## config.mk

```make
export PLATFORM = sky130hd
export DESIGN_NAME = instr_prefetch_buffer
export DESIGN_NICKNAME = d
export VERILOG_FILES = /design/src/rtl/instr_prefetch_buffer.sv
export SDC_FILE = /design/constraint.sdc
export NUM_CORES = 1
export LEC_CHECK = 0
export BUFFER_PORTS_ARGS = -buffer_cell sky130_fd_sc_hd__clkbuf_2
export CAP_MARGIN = 40
export CORE_MARGIN = 4
export CORE_UTILIZATION = 40
export DETAILED_ROUTE_END_ITERATION = 8
export GPL_ROUTABILITY_DRIVEN = 0
export SYNTH_ARGS = -nofsm -noshare
export SYNTH_HDL_FRONTEND = slang
export SYNTH_SLANG_ARGS = --single-unit
```

## constraint.sdc

```tcl
create_clock -name clk -period 4.2 [get_ports clk]
set_input_delay 0.84 -clock clk [delete_from_list [all_inputs] [get_ports clk]]
set_output_delay 0.84 -clock clk [all_outputs]
set_load 0.02 [all_outputs]
```

## src/rtl/instr_prefetch_buffer.sv

```systemverilog
// Sequential instruction prefetcher: streams words ahead of the CPU fetch address into a small FIFO.
// Optional hit/redirect counters are built when PREFETCH_STATS_EN is defined.
module instr_prefetch_buffer #(
  parameter int DEPTH = 4
) (
  input  logic        clk,
  input  logic        rst,
  input  logic        cpu_read,
  input  logic [31:0] cpu_address,
  output logic        cpu_waitrequest,
  output logic        cpu_readdatavalid,
  output logic [31:0] cpu_readdata,
  output logic        mem_read,
  output logic [31:0] mem_address,
  output logic [3:0]  mem_byteenable,
  input  logic        mem_waitrequest,
  input  logic        mem_readdatavalid,
  input  logic [31:0] mem_readdata,
  output logic [31:0] hit_count,
  output logic [31:0] redirect_count
);
  localparam int AW = $clog2(DEPTH);
  localparam int CW = AW + 1;

  typedef enum logic {IDLE, STREAM} state_t;

  state_t          r_state, w_state_nxt;
  logic [31:0]     r_fifo [DEPTH];
  logic [AW-1:0]   r_rd_ptr, r_wr_ptr;
  logic [CW-1:0]   r_count, r_outstanding, r_discard_cnt;
  logic            r_stale_pending;
  logic [31:0]     r_stale_addr, r_expect_addr, r_fetch_addr;

  logic [31:0]     w_addr;
  logic            w_hit, w_wait, w_redirect;
  logic            w_room, w_accept, w_resp, w_drop, w_push;
  logic [CW-1:0]   w_out_nxt;
  logic            w_unused_addr_lsb;

  assign w_addr            = {cpu_address[31:2], 2'b00};
  assign w_unused_addr_lsb = ^cpu_address[1:0];

  always_ff @(posedge clk or negedge rst) begin
    if (!rst) r_state <= IDLE;
    else      r_state <= w_state_nxt;
  end

  always_comb begin
    w_state_nxt = r_state;
    w_hit       = 1'b0;
    w_wait      = 1'b0;
    w_redirect  = 1'b0;
    if (cpu_read) begin
      if (r_state == IDLE || w_addr != r_expect_addr) begin
        w_redirect  = 1'b1;
        w_state_nxt = STREAM;
      end else if (r_count != '0) begin
        w_hit = 1'b1;
      end else begin
        w_wait = 1'b1;
      end
    end
  end

  assign cpu_waitrequest   = w_redirect | w_wait;
  assign cpu_readdatavalid = w_hit;
  assign cpu_readdata      = w_hit ? r_fifo[r_rd_ptr] : '0;

  // Buffered plus in-flight words never exceed DEPTH, so a push always finds room.
  assign w_room      = ({1'b0, r_count} + {1'b0, r_outstanding}) < (CW+1)'(DEPTH);
  assign mem_read    = (r_state == STREAM) && (r_stale_pending || w_room);
  assign mem_address = r_stale_pending ? r_stale_addr : r_fetch_addr;
  assign mem_byteenable = 4'b1111;

  assign w_accept  = mem_read && !mem_waitrequest;
  assign w_resp    = mem_readdatavalid && (r_state == STREAM);
  assign w_drop    = w_resp && (r_discard_cnt != '0);
  assign w_push    = w_resp && !w_drop;
  assign w_out_nxt = r_outstanding + CW'(w_accept) - CW'(w_resp);

  always_ff @(posedge clk or negedge rst) begin
    if (!rst) begin
      r_rd_ptr        <= '0;
      r_wr_ptr        <= '0;
      r_count         <= '0;
      r_outstanding   <= '0;
      r_discard_cnt   <= '0;
      r_stale_pending <= 1'b0;
      r_stale_addr    <= '0;
      r_expect_addr   <= '0;
      r_fetch_addr    <= '0;
    end else begin
      r_outstanding <= w_out_nxt;
      if (w_redirect) begin
        r_expect_addr   <= w_addr;
        r_fetch_addr    <= w_addr;
        r_rd_ptr        <= '0;
        r_wr_ptr        <= '0;
        r_count         <= '0;
        r_discard_cnt   <= w_out_nxt;
        // A request stuck under waitrequest must still complete; its data is junk.
        r_stale_pending <= mem_read && mem_waitrequest;
        r_stale_addr    <= mem_address;
      end else begin
        if (w_hit) begin
          r_expect_addr <= r_expect_addr + 32'd4;
          r_rd_ptr      <= r_rd_ptr + AW'(1);
        end
        if (w_push) r_wr_ptr <= r_wr_ptr + AW'(1);
        r_count <= r_count + CW'(w_push) - CW'(w_hit);
        if (w_accept) begin
          if (r_stale_pending) r_stale_pending <= 1'b0;
          else                 r_fetch_addr    <= r_fetch_addr + 32'd4;
        end
        r_discard_cnt <= r_discard_cnt - CW'(w_drop) + CW'(w_accept && r_stale_pending);
      end
    end
  end

  always_ff @(posedge clk) begin
    if (w_push && !w_redirect) r_fifo[r_wr_ptr] <= mem_readdata;
  end

`ifdef PREFETCH_STATS_EN
  logic [31:0] r_hit_count, r_redirect_count;

  always_ff @(posedge clk or negedge rst) begin
    if (!rst) begin
      r_hit_count      <= '0;
      r_redirect_count <= '0;
    end else begin
      r_hit_count      <= r_hit_count + 32'(w_hit);
      r_redirect_count <= r_redirect_count + 32'(w_redirect);
    end
  end

  assign hit_count      = r_hit_count;
  assign redirect_count = r_redirect_count;
`else
  assign hit_count      = '0;
  assign redirect_count = '0;
`endif

endmodule
```

======== Word-level counts from Yosys, hierarchy flattened ========
Memory sizes are Yosys's and may differ from the RTL's.
Index checks and enable logic that the tools add are counted.
operators by class
  add/subtract/negate cells ............... 11
  $lt $le $gt $ge ......................... 1
  equal/unequal tests ..................... 2
  multiplexer cells ....................... 25
  bitwise logic cells ..................... 2
  reduce and logical (&&, ||, !) cells .... 20
operators with widths
  kind                     number
  $mux W32                 7
  $add A32 B3 Y32 const B  2
  $ne A32 B32 Y1           1
  $mux W1                  12
  $add A3 B1 Y3            3
  $sub A3 B1 Y3            3
  $logic_and A1 B1 Y1      8
  $mux W2                  4
  $mux W3                  2
  $reduce_bool A2 Y1       3
  $reduce_bool A3 Y1       2
  $add A2 B1 Y2 const B    2
  $add A3 B3 Y4            1
  $lt A4 B3 Y1 const B     1
  $reduce_and A2 Y1        2
  $logic_not A1 Y1         3
  $logic_or A1 B1 Y1       2
  $ne A2 B1 Y1 const B     1
  $not A1 Y1               1
  $or A1 B1 Y1             1
word-level totals
  bits in registers ....................... 111
  memory bits (writable) .................. 128
  output and inout bits ................... 135
  memories ................................ 1
memory list
  name    depth  width  rd ports  clocked after memory_dff  write ports  line  text
  r_fifo  4      32     1         0                         1            28    logic [31:0] r_fifo [DEPTH];

======== Logic depth before layout (Yosys ltp) ========
  word-level depth ........................ 8
  gate-level depth with buffers ........... 15
  depth with buffers taken out ............ 15

======== Worst setup path before layout ========
No wires, ideal clock.
  path kind ............................... input-to-reg
  start ................................... input cpu_address[2]
  end ..................................... register r_count[2]
  setup time .............................. 0.121 ns
  data arrival time ....................... 3.393 ns
  setup slack ............................. 0.685 ns
  stages .................................. 14
  path through ............................ xor2_1 -> a2111o_1 -> nor2_2 -> nand4_1 -> inv_2 -> clkbuf_1 -> ha_1 -> inv_1 -> ha_1 -> inv_1 -> fa_1 -> xor2_1 -> xnor2_1 -> nor2_1
on the way
  longest elaborated chain between the ends .. 6
  elaborated cells on any way between the ends .. 8
RTL lines
  element                      line  text
  start, declared              9     input logic [31:0] cpu_address,
  $ne A32 B32 Y1               54    if (r_state == IDLE || w_addr != r_expect_addr) begin
  $logic_or A1 B1 Y1           54
  $mux W1                      54
  $mux W1                      53    if (cpu_read) begin
  named net cpu_readdatavalid  11    output logic cpu_readdatavalid,
  $sub A3 B1 Y3                110   r_count <= r_count + CW'(w_push) - CW'(w_hit);
  $mux W3                      94    if (w_redirect) begin
  end signal, assigned         110
  end, declared                30    logic [CW-1:0] r_count, r_outstanding, r_discard_cnt;
The timed path passes the listed nets, and every way through them passes these cells.
A chain may end at the register's enable or synchronous reset.

======== Final worst setup path ========
  start ................................... register r_expect_addr[3]
  end ..................................... output cpu_readdata[15]
on the way
  longest elaborated chain between the ends .. 5
RTL lines
  element                 line  text
  start, declared         32    logic [31:0] r_stale_addr, r_expect_addr, r_fetch_addr;
  start signal, assigned  95    r_expect_addr <= w_addr;
  start signal, assigned  106   r_expect_addr <= r_expect_addr + 32'd4;
  $ne A32 B32 Y1          54
  $logic_or A1 B1 Y1      54
  $mux W1                 54
  $mux W1                 53
  $mux W32                67    assign cpu_readdata = w_hit ? r_fifo[r_rd_ptr] : '0;
  end, declared           12    output logic [31:0] cpu_readdata,
Every way passes these cells.

==> results_dict.tcl <==
set metrics [dict create \
    grt.total_usage_pct 16.5 \
    dpl.hpwl_um 18000 \
    die_w_um 178 \
    grt_first_pass_wirelength_um 41400 \
    pwr_density_cell_mw_per_mm2 488 \
    initialDrtViolationCount 482 \
    share_of_layout_cells_above_drive_strength_1_pct 28.4 \
    fin_crit_ps 3770 \
    clkTransAtPathRegs_ps 60 \
    critical_path.max_fanout 27 \
    routed_via_density 5.08 \
    clock-skew-final_ps 8.21 \
    synth-seq-cells 235 \
    post_cts_resized 0 \
    yosys_top_cell_area_share_pct 33.2 \
    fill_count 2626 \
    synth.yosys.warnings 0 \
    worst_path_most_repeated_cell "sky130_fd_sc_hd__nand4_1" \
    cts_sinks 235 \
    total_cts_buffers 27 \
    synthToLayoutAreaGrowth_pct 15.8 \
    final-hold-violation-count 0 \
    grt_antenna_before_repair 1 \
    syn-cell-area_mm2 0.0116 \
    data_arrival_time_of_the_critical_path_ps 2930 \
    cp_slowest_stage_delay_ps 420 \
    fin_setup_tns_ps 0 \
    timing_max_transition_violations_final 0 \
    routedWlPerCell_um 18.2 \
    die_area_mm2 0.0317 \
    grt_pass1_vias 7349 \
    detail_route.first_pass.iterations 5 \
    cts_tree "yes" \
    register_cell_area_after_layout_mm2 0.00652 \
    yosysSeqAreaShare_pct 56.3 \
    cts-hold-fix-buffers 0 \
    synth_cell_types 54 \
    grt_overflow 0 \
    post-cts-setup-buffers 0 \
    cpLargestDelayFamily "simple AND/OR/NAND/NOR gates" \
    cp_num_buf_inv 3 \
    initial_core_util_pct 40.4 \
    multiInputGateArea_mm2 0.00455 \
    nNetsFinal 1132 \
    met2_length_um 12200 \
    worst_slew_pin_slew_ps 684 \
    top_layer_used "met5" \
    met1_length_um 11800 \
    yosys-top-cells-area "sky130_fd_sc_hd__edfxtp_1 33%, sky130_fd_sc_hd__dfrtp_1 23%, sky130_fd_sc_hd__mux4_2 6.2%" \
    worst_hold_check_path_type "input port to asynchronous set/reset pin" \
    dpl-instance-area_mm2 0.0126 \
    route.antenna.remaining_nets 0 \
    total_drc_errors_in_the_routed_layout 0 \
    io_pins 204 \
    clock_network_latency_to_the_later_pin_of_the_worst_skew_pair_ps 540 \
    slew-limit-headroom_pct 54.2 \
    pin_count_of_the_biggest_net_entering_global_routing 97 \
    ys_dominant_reg_cell "sky130_fd_sc_hd__edfxtp_1" \
    detailroute.wirelength.met3_um 1650 \
    max_cap_violations 0 \
    count_of_input_and_output_buffers 133 \
    htree_levels 1 \
    crit_path_start_kind "flip-flop" \
    number_of_synthesized_flops_with_an_enable_pin 128 \
    synth_area_per_cell_um2 12.8 \
    leakagePower_nw 5.28 \
    classification_of_the_worst_setup_path "flip-flop to primary output" \
    antenna_cells_inserted 0 \
    cp-end-kind "primary output" \
    final-setup-viol-count 0 \
    synth_largest_area_cell "sky130_fd_sc_hd__edfxtp_1" \
    status "complete, no violations" \
    dr_total_vias 7351 \
    maxClockFrequency_mhz 265 \
    path_cells "xnor2_1 -> nand4_1 -> nor4_2 -> nand4_1 -> inv_2 -> buf_12 -> and2_1 -> clkbuf_2" \
    vdd_drop_max_mv 0.323 \
    clock_tree.root_cell "sky130_fd_sc_hd__clkbuf_16" \
    post-route-cell-area_mm2 0.0134 \
    core_area_mm2 0.0286 \
    rows 62 \
    ctsLongestPathBuffers 3 \
    die_y_um 178 \
    rsz0062_at_grt "no" \
    postSynth.asyncResetShare_pct 45.5 \
    timing.final.crit_share_pct 89.8 \
    routed_wirelength_um 26300 \
    crit_slowest_cell "sky130_fd_sc_hd__dfrtp_1" \
    synthCells 904 \
    cp.required_ps 3360 \
]
## per-layer routing
metal  GRT usage [%]  vias to the layer above
met5               0                        -
met4            4.67                        2
met3            3.33                       51
met2            26.6                      228
met1            22.8                     3620
li1                -                     3450
## cells in the final DEF (no fill, tap or decap), types with 10 or more instances in the layout
master | netlist | final
sky130_fd_sc_hd__clkbuf_2 | 0 | 132
sky130_fd_sc_hd__edfxtp_1 | 128 | 128
sky130_fd_sc_hd__dfrtp_1 | 107 | 106
sky130_fd_sc_hd__conb_1 | 2 | 68
sky130_fd_sc_hd__mux2_2 | 60 | 60
sky130_fd_sc_hd__nand3_1 | 57 | 57
sky130_fd_sc_hd__nand2_1 | 55 | 55
sky130_fd_sc_hd__and2_1 | 46 | 46
sky130_fd_sc_hd__xnor2_1 | 37 | 37
sky130_fd_sc_hd__nor2_1 | 34 | 34
sky130_fd_sc_hd__mux4_2 | 32 | 32
sky130_fd_sc_hd__xor2_1 | 30 | 30
sky130_fd_sc_hd__o21ai_0 | 27 | 27
sky130_fd_sc_hd__clkbuf_16 | 0 | 27
sky130_fd_sc_hd__nand4_1 | 25 | 25
sky130_fd_sc_hd__inv_1 | 22 | 22
sky130_fd_sc_hd__or3_1 | 17 | 17
sky130_fd_sc_hd__ha_1 | 14 | 14
sky130_fd_sc_hd__buf_4 | 69 | 14
sky130_fd_sc_hd__and3_1 | 11 | 11
sky130_fd_sc_hd__o21ai_1 | 10 | 10
## cells by family (layout without fill, tap and decap cells)
kind of cell	Yosys count	in the layout	synth area share, %
and+or+nand+nor	283	283	13.2
DFF	235	235	56.3
xor gates and xnor gates	67	67	5.07
AOI/OAI and AO/OA	73	73	4.16
adders and majority gates	17	17	2.03
other	2	68	0.0649
muxes	97	97	12.5
buffers and inverters	130	223	6.62
## power breakdown
group          total, mW  switching [mW]  internal (mW)
clock network       2.22           0.931           1.29
logic               1.44           0.820          0.618
registers           2.89           0.177           2.71
total               6.55            1.93           4.62
## layout make-up
cell class,count,area share [%]
Inverter,23,0.644
Tap cell,384,3.58
Timing Repair Buffer,154,6.91
Sequential cell,235,48.6
Multi-Input combinational cell,605,34.0
Clock buffer,31,5.38
Clock inverter,15,0.887
## registers in the layout, summed over array words and instances (netlist names)
register / count
r_expect_addr: 30
r_wr_ptr: 2
r_outstanding: 3
r_count: 3
r_rd_ptr: 2
r_state: 1
r_stale_pending: 1
r_discard_cnt: 3
r_stale_addr: 32
r_fifo: 128
r_fetch_addr: 30
## cells in the mapped netlist, types with 4 or more instances
cell,instances
sky130_fd_sc_hd__a21oi_1,7
sky130_fd_sc_hd__a221o_1,6
sky130_fd_sc_hd__and2_1,46
sky130_fd_sc_hd__and3_1,11
sky130_fd_sc_hd__and4_1,4
sky130_fd_sc_hd__buf_2,10
sky130_fd_sc_hd__buf_4,69
sky130_fd_sc_hd__clkbuf_1,27
sky130_fd_sc_hd__dfrtp_1,107
sky130_fd_sc_hd__edfxtp_1,128
sky130_fd_sc_hd__ha_1,14
sky130_fd_sc_hd__inv_1,22
sky130_fd_sc_hd__mux2_2,60
sky130_fd_sc_hd__mux2i_1,5
sky130_fd_sc_hd__mux4_2,32
sky130_fd_sc_hd__nand2_1,55
sky130_fd_sc_hd__nand3_1,57
sky130_fd_sc_hd__nand4_1,25
sky130_fd_sc_hd__nor2_1,34
sky130_fd_sc_hd__nor3_1,9
sky130_fd_sc_hd__nor4_2,5
sky130_fd_sc_hd__o211ai_1,6
sky130_fd_sc_hd__o21ai_0,27
sky130_fd_sc_hd__o21ai_1,10
sky130_fd_sc_hd__or3_1,17
sky130_fd_sc_hd__or4_1,5
sky130_fd_sc_hd__xnor2_1,37
sky130_fd_sc_hd__xor2_1,30
## final timing paths
path                                  start               end  slack [ps]  cells past startpoint
max                        r_expect_addr[3]  cpu_readdata[15]         430                      8
max reg2reg                r_expect_addr[3]        r_count[2]         970                     13
max in group asynchronous               rst   r_fetch_addr[8]        3180                      2
min reg2reg                 r_stale_addr[0]   r_stale_addr[0]         480                      1
min in group clk            r_stale_addr[0]   r_stale_addr[0]         480                      1
min                                     rst  r_stale_addr[28]         270                      1
## stage by stage
| step | cells | utilization (%) | total power, mW | worst slack, ps | hold WS, ps |
|---|---|---|---|---|---|
| 2_1_floorplan | 970 | - | 3.98 | 685 | 450 |
| 5_1_grt | 1447 | 46.8 | 6.90 | 214 | 310 |
| 4_1_cts | 1447 | 46.8 | 6.62 | 337 | 283 |
| 3_3_place_gp | 1400 | 43.9 | 4.35 | 479 | 466 |
| 6_report | 1447 | 46.8 | 6.55 | 429 | 275 |
| 3_5_place_dp | 1401 | 43.9 | 4.38 | 425 | 473 |
(Power assumes the default switching activity.)
